File: src/rtl/flit_reader.sv
// flit_reader: pops length-prefixed packets from a FWFT buffer and streams them
// through a 2-entry ready/valid output queue with sop/eop tagging.
module flit_reader #(
    parameter int DATA_WIDTH = 64,
    parameter int LEN_WIDTH  = 4,
    parameter int CNT_WIDTH  = 16
) (
    input  logic                  clk,
    input  logic                  rst,
    input  logic                  fifo_empty,
    input  logic [DATA_WIDTH-1:0] fifo_data,
    output logic                  fifo_consume,
    input  logic                  enable,
    output logic [DATA_WIDTH-1:0] out_data,
    output logic                  out_valid,
    input  logic                  out_ready,
    output logic                  out_sop,
    output logic                  out_eop,
    output logic [CNT_WIDTH-1:0]  pkt_count,
    output logic                  busy
);
    typedef enum logic {IDLE, BODY} state_t;
    state_t                 state, state_nx;
    logic [LEN_WIDTH-1:0]   rem, rem_nx;
    logic [1:0]             occ;
    logic [DATA_WIDTH-1:0]  q_data [2];
    logic [1:0]             q_sop, q_eop;
    logic                   in_sop, in_eop, pop, wr;
    always_comb begin
        fifo_consume = rst && !fifo_empty && !occ[1] && (state == BODY || enable);
        pop          = occ != 2'd0 && out_ready;
        in_sop       = state == IDLE;
        in_eop       = state == IDLE ? fifo_data[LEN_WIDTH-1:0] == '0 : rem == LEN_WIDTH'(1);
        state_nx     = state;
        rem_nx       = rem;
        if (fifo_consume) begin
            rem_nx   = state == IDLE ? fifo_data[LEN_WIDTH-1:0] : rem - LEN_WIDTH'(1);
            state_nx = in_eop ? IDLE : BODY;
        end
    end
    always_ff @(posedge clk or negedge rst) begin
        if (!rst) begin
            state <= IDLE;
            rem   <= '0;
        end else begin
            state <= state_nx;
            rem   <= rem_nx;
        end
    end
    // A push lands in the slot just behind whatever survives this cycle's pop.
    assign wr = occ[1] | (occ[0] & ~pop);
    always_ff @(posedge clk or negedge rst) begin
        if (!rst) begin
            occ       <= '0;
            q_data[0] <= '0;
            q_data[1] <= '0;
            q_sop     <= '0;
            q_eop     <= '0;
            pkt_count <= '0;
        end else begin
            occ <= occ + 2'(fifo_consume) - 2'(pop);
            if (pop) begin
                q_data[0] <= q_data[1];
                q_sop[0]  <= q_sop[1];
                q_eop[0]  <= q_eop[1];
            end
            if (fifo_consume) begin
                q_data[wr] <= fifo_data;
                q_sop[wr]  <= in_sop;
                q_eop[wr]  <= in_eop;
            end
            if (pop && q_eop[0])
                pkt_count <= pkt_count + CNT_WIDTH'(1);
        end
    end
    assign out_data  = q_data[0];
    assign out_sop   = q_sop[0];
    assign out_eop   = q_eop[0];
    assign out_valid = occ != 2'd0;
    assign busy      = state == BODY || occ != 2'd0;
endmodule

File: config.mk
export PLATFORM = sky130hd
export DESIGN_NAME = flit_reader
export DESIGN_NICKNAME = d
export VERILOG_FILES = /design/src/rtl/flit_reader.sv
export SDC_FILE = /design/constraint.sdc
export NUM_CORES = 1
export LEC_CHECK = 0
export CAP_MARGIN = 20
export CORE_MARGIN = 2
export CORE_UTILIZATION = 35
export CTS_CLUSTER_SIZE = 14
export DETAILED_ROUTE_END_ITERATION = 10
export GPL_ROUTABILITY_DRIVEN = 0
export PLACE_DENSITY_LB_ADDON = 0.15
export REMOVE_ABC_BUFFERS = 1
export SETUP_SLACK_MARGIN = 0.3
export SLEW_MARGIN = 20
export SYNTH_ARGS = -nofsm -noshare
export SYNTH_HDL_FRONTEND = slang
export SYNTH_SLANG_ARGS = --single-unit
File: constraint.sdc
create_clock -name clk -period 2.58 [get_ports clk]
set_input_delay 0.774 -clock clk [delete_from_list [all_inputs] [get_ports clk]]
set_output_delay 0.774 -clock clk [all_outputs]
set_load 0.05 [all_outputs]
== After elaboration in Yosys (flattened, before gate mapping) ==
Index checks and enable logic that the tools add are counted.
Storage, ports and cells
  output and inout port bits: 85
  input port bits: 69
  register bits after elaboration: 155
  logic and storage cells: 53
Operators by class
  bitwise gates (word level): 5
  multiplexer cells: 16
  eq/ne operators: 1
  $lt $le $gt $ge: 4
  reductions and logical operators: 13
  $add $sub $neg: 4
Operator list (count)
  $bwmux 128: 1
  $mux 128: 1
  $mux 64: 2
  $demux 64 s1: 1
  $add 16x1->16 const B: 1
  $logic_and 1x1->1: 7
  $mux 1: 7
  $bwmux 2: 2
  $eq 4x1->1 const B: 1
  $logic_not 4->1: 1
  $mux 4: 1
  $sub 4x1->4 const B: 1
  $add 2x1->2: 1
  $ge 2x2->1 const B: 1
  $logic_not 1->1: 2
  $logic_or 1x1->1: 2
  $lt 1x2->1 const B: 1
  $lt 2x1->1 const B: 1
  $not 1->1: 2
  $not 1->2: 1
  $reduce_bool 2->1: 1
  $sub 2x1->2: 1
  $and 1x1->1: 1
  $demux 1 s1: 1
  2 further kinds: 2

== Longest topological paths before layout ==
  depth after elaboration: 12
  depth in mapped cells: 10
  depth with buffers taken out: 6

== Least setup slack after synthesis ==
No wires, ideal clock.
  path type: in2out
  from: in fifo_empty
  to: out fifo_consume
  stages: 3
  arrival: 1567 ps
  path slack: 239 ps
  buffers on the path: 0
  required time: 1806 ps
  path through: nor3b_4 > nand2_1 > inv_1
Between the ends
  word-level cells in the longest chain between the ends: 4
RTL lines
  start, declared: RTL line 10  | input logic fifo_empty,
  $logic_not 1->1: RTL line 30  | fifo_consume = rst && !fifo_empty && !occ[1] && (state == BODY || enable);
  $logic_and 1x1->1 (3 in a row): RTL line 30
  end, declared: RTL line 12  | output logic fifo_consume,
No other way between the ends.

== Final worst setup path ==
  from: in fifo_empty
  to: reg rem[3]
Between the ends
  word-level cells in the longest chain between the ends: 4
RTL lines
  $logic_not 1->1: RTL line 30
  $logic_and 1x1->1 (3 in a row): RTL line 30
  end signal, assigned: RTL line 47  | rem <= rem_nx;
  end, declared: RTL line 24  | logic [LEN_WIDTH-1:0] rem, rem_nx;
No other way between the ends.
A chain may end at the register's enable or synchronous reset.

==> impl_metrics.env <==
export IMPL_fin_crit_sh_pct=86.37
export IMPL_whs_ns=0.4305
export IMPL_area_growth_pct=30.01
export IMPL_ys_warn_count=0
export IMPL_clock_fmax_ghz=0.4487
export IMPL_totalWireLength_um=15300
export IMPL_vias_per_cell=4.666
export IMPL_synth_edff_count=0
export IMPL_diodes=0
export IMPL_hold_path_class="in -> async"
export IMPL_dpl_hpwl_um=9882
export IMPL_track_usage_pct=14.77
export IMPL_dieArea_mm2=0.02162
export IMPL_start_kind="input pin"
export IMPL_synth_seq_cells=155
export IMPL_final_nets=792
export IMPL_netlist_cell_type_count=37
export IMPL_relSlewSlack_pct=38.74
export IMPL_p_total_uw=12060
export IMPL_num_fill_cells=1875
export IMPL_clockBufferDepth=2
export IMPL_htreeDepth=4
export IMPL_io_pins=154
export IMPL_yosys_top_cells_count="dfrtp_1, nand2_1, buf_4"
export IMPL_ys_flop_type="dfrtp_1"
export IMPL_peakVddDrop_mv=0.6885
export IMPL_reg2regPathDepth=13
export IMPL_slowest_stage="nor3b_4"
export IMPL_synth_most_common_cell="dfrtp_1"
export IMPL_rsz0062_at_grt="yes"
export IMPL_cpMostUsedCell="buf_4"
export IMPL_avgRoutedWirePerCell_um=15.29
export IMPL_rows=52
export IMPL_drt_first_pass_iters=4
export IMPL_synthesis_area_mm2=0.007162
export IMPL_grt_ovfl_total=0
export IMPL_drtAntennaViolNets=0
export IMPL_drt_iter0_drc=236
export IMPL_hold_buffers=0
export IMPL_reg2reg_from="occ[1]"
export IMPL_grt_pass1_vias=4786
export IMPL_syn_area_per_cell_um2=11.78
export IMPL_slew_violations=0
export IMPL_cts_sinks=155
export IMPL_clk_latency_ns=0.42
export IMPL_cts_tree="yes"
export IMPL_drv_cap=0
export IMPL_crit_chain="buf_2 > nor3b_4 > nand2_2 > buf_4 > buf_4 > buf_4 > buf_4 > buf_4 > buf_4 > buf_4 > buf_4 > buf_6 > nor2_4 > a221oi_1"
export IMPL_clk_pin_slew_ns=0.06
export IMPL_die_x_um=147.0
export IMPL_crit_path_max_incr_delay_ns=0.24
export IMPL_cts_buffers=17
export IMPL_setup_viol=0
export IMPL_synth_area_top_cells="dfrtp_1, mux2_2, mux2i_1"
export IMPL_io_buffers=153
export IMPL_worstPathMaxFanout=4
export IMPL_leakage_uw=0.004484
export IMPL_syn_inst=608
export IMPL_arrival_ns=2.52
export IMPL_synthArstFlopShare_pct=100.0
export IMPL_start_util_pct=35.51
export IMPL_drive_gt1_share_pct=19.70
export IMPL_required_ns=2.88
export IMPL_utilization_pct=46.17
export IMPL_dieHeight_um=147.0
export IMPL_drc_errors=0
export IMPL_tightest_slew_ns=0.9189
export IMPL_cts_root_buf="clkbuf_16"
export IMPL_dr_total_vias=4671
export IMPL_finClkSkew_ns=0.006081
export IMPL_grt_antenna_before_repair=0
export IMPL_reg2reg_setup_slack_ns=0.38
export IMPL_ys_seq_area_share_pct=54.16
export IMPL_crit_type="in -> reg"
export IMPL_yosys_area_top_type_share_pct=54.16
export IMPL_r2r_end="rem[3]"
export IMPL_yosysTopAreaCell="dfrtp_1"
export IMPL_hold_viol=0
export IMPL_grt_max_degree=156
export IMPL_endpoint_kind="flip-flop"
export IMPL_powerDensity_mw_per_mm2=1295
export IMPL_status="complete, no violations"
export IMPL_grt_pass1_wl_um=25200
export IMPL_period_minus_slack_ns=2.228
export IMPL_core_area_mm2=0.02017
-- where the power goes --
part / internal [uW] / switching [uW] / total [uW]
clock: 1850 / 1030 / 2880
combinational: 1850 / 3190 / 5040
sequential: 3520 / 618 / 4140
total: 7230 / 4830 / 12100
-- logic make-up (layout without fill, tap and decap cells) --
group           after synthesis  in the layout  synth area share [%]
flops                       155            155                 54.16
simple gates                116            116                 7.233
xor+xnor                     16             16                 1.957
buf+inv                     105            228                 10.39
compound gates               81             81                 5.888
fa+ha+maj                     5              5                0.8735
mux                         130            130                 19.50
-- worst max-delay path by stage --
stage	from	end	slack [ns]
floorplan	out_ready	out_data[0]	-1.95
global placement	out_ready	out_data[21]	-0.04
detailed placement	out_ready	out_data[13]	-0.08
CTS	occ[0]	busy	0.16
global route	out_ready	out_data[27]	0.28
finish	fifo_empty	rem[3]	0.35
-- what timing repair did --
action | in CTS | in global routing
pin swaps | 3 | 4
gates resized for setup | 94 | 11
endpoints found under the setup margin | 85 | 14
buffers inserted | 11 | 1
gates cloned | 0 | 0
-- area by class of cell --
cell class / count / area (um2) / share of cell area [%]
well taps: 270 / 337.8 / 3.628
multi-input cells: 348 / 2569 / 27.59
repair buffers: 186 / 1805 / 19.39
flip-flops and latches: 155 / 3879 / 41.66
clock buffers: 19 / 442.9 / 4.757
inverters: 10 / 40.04 / 0.4300
clock inverters: 13 / 237.7 / 2.553
-- worst max-delay path: cells and delay by family --
| kind | cells | cell delay, ns |
|---|---|---|
| buffers and inverters | 10 | 1.20 |
| and+or+nand+nor | 3 | 0.46 |
| AOI/OAI and AO/OA | 1 | 0.09 |
-- placed cells by master, fill, tap and decap left out, types with 6 or more instances in the layout --
cell type,synthesis,final
buf_12,0,11
buf_4,68,21
bufinv_16,0,6
clkbuf_16,0,17
clkdlybuf4s50_1,0,65
dfrtp_1,155,155
dlygate4sd2_1,0,82
inv_1,9,8
mux2_2,60,60
mux2i_1,66,66
nand2_1,79,78
nor2_1,10,9
o21ai_0,60,60
o21ai_1,14,14
xnor2_1,10,10
xor2_1,6,6
-- stage by stage --
step                      setup WS (ns)  cell area [um2]  TNS (ns)  std cells
after global placement         -0.04083             8632    -1.017        957
final                            0.3515             9311         0       1001
after CTS                        0.1597             9298         0       1000
after floorplan                  -1.951             6455   -216.80        513
after detailed placement       -0.08498             8632    -2.042        957
after global routing             0.2807             9311         0       1001
-- layer usage --
| layer | GRT usage [%] | up-vias | wire length, um |
|---|---|---|---|
| met1 | 20.18 | 2298 | 7305 |
| met5 | 0 | - | 0 |
| met2 | 22.03 | 128 | 6829 |
| li1 | - | 2227 | - |
| met3 | 4.534 | 18 | 918 |
| met4 | 5.769 | 0 | 250 |
-- sequential cells by signal, indices dropped and copies added (netlist names) --
| signal | flops |
|---|---|
| state | 1 |
| occ | 2 |
| q_sop | 2 |
| pkt_count | 16 |
| q_eop | 2 |
| out_data | 64 |
| q_data | 64 |
| rem | 4 |
Power figures use the tool's default switching activity.
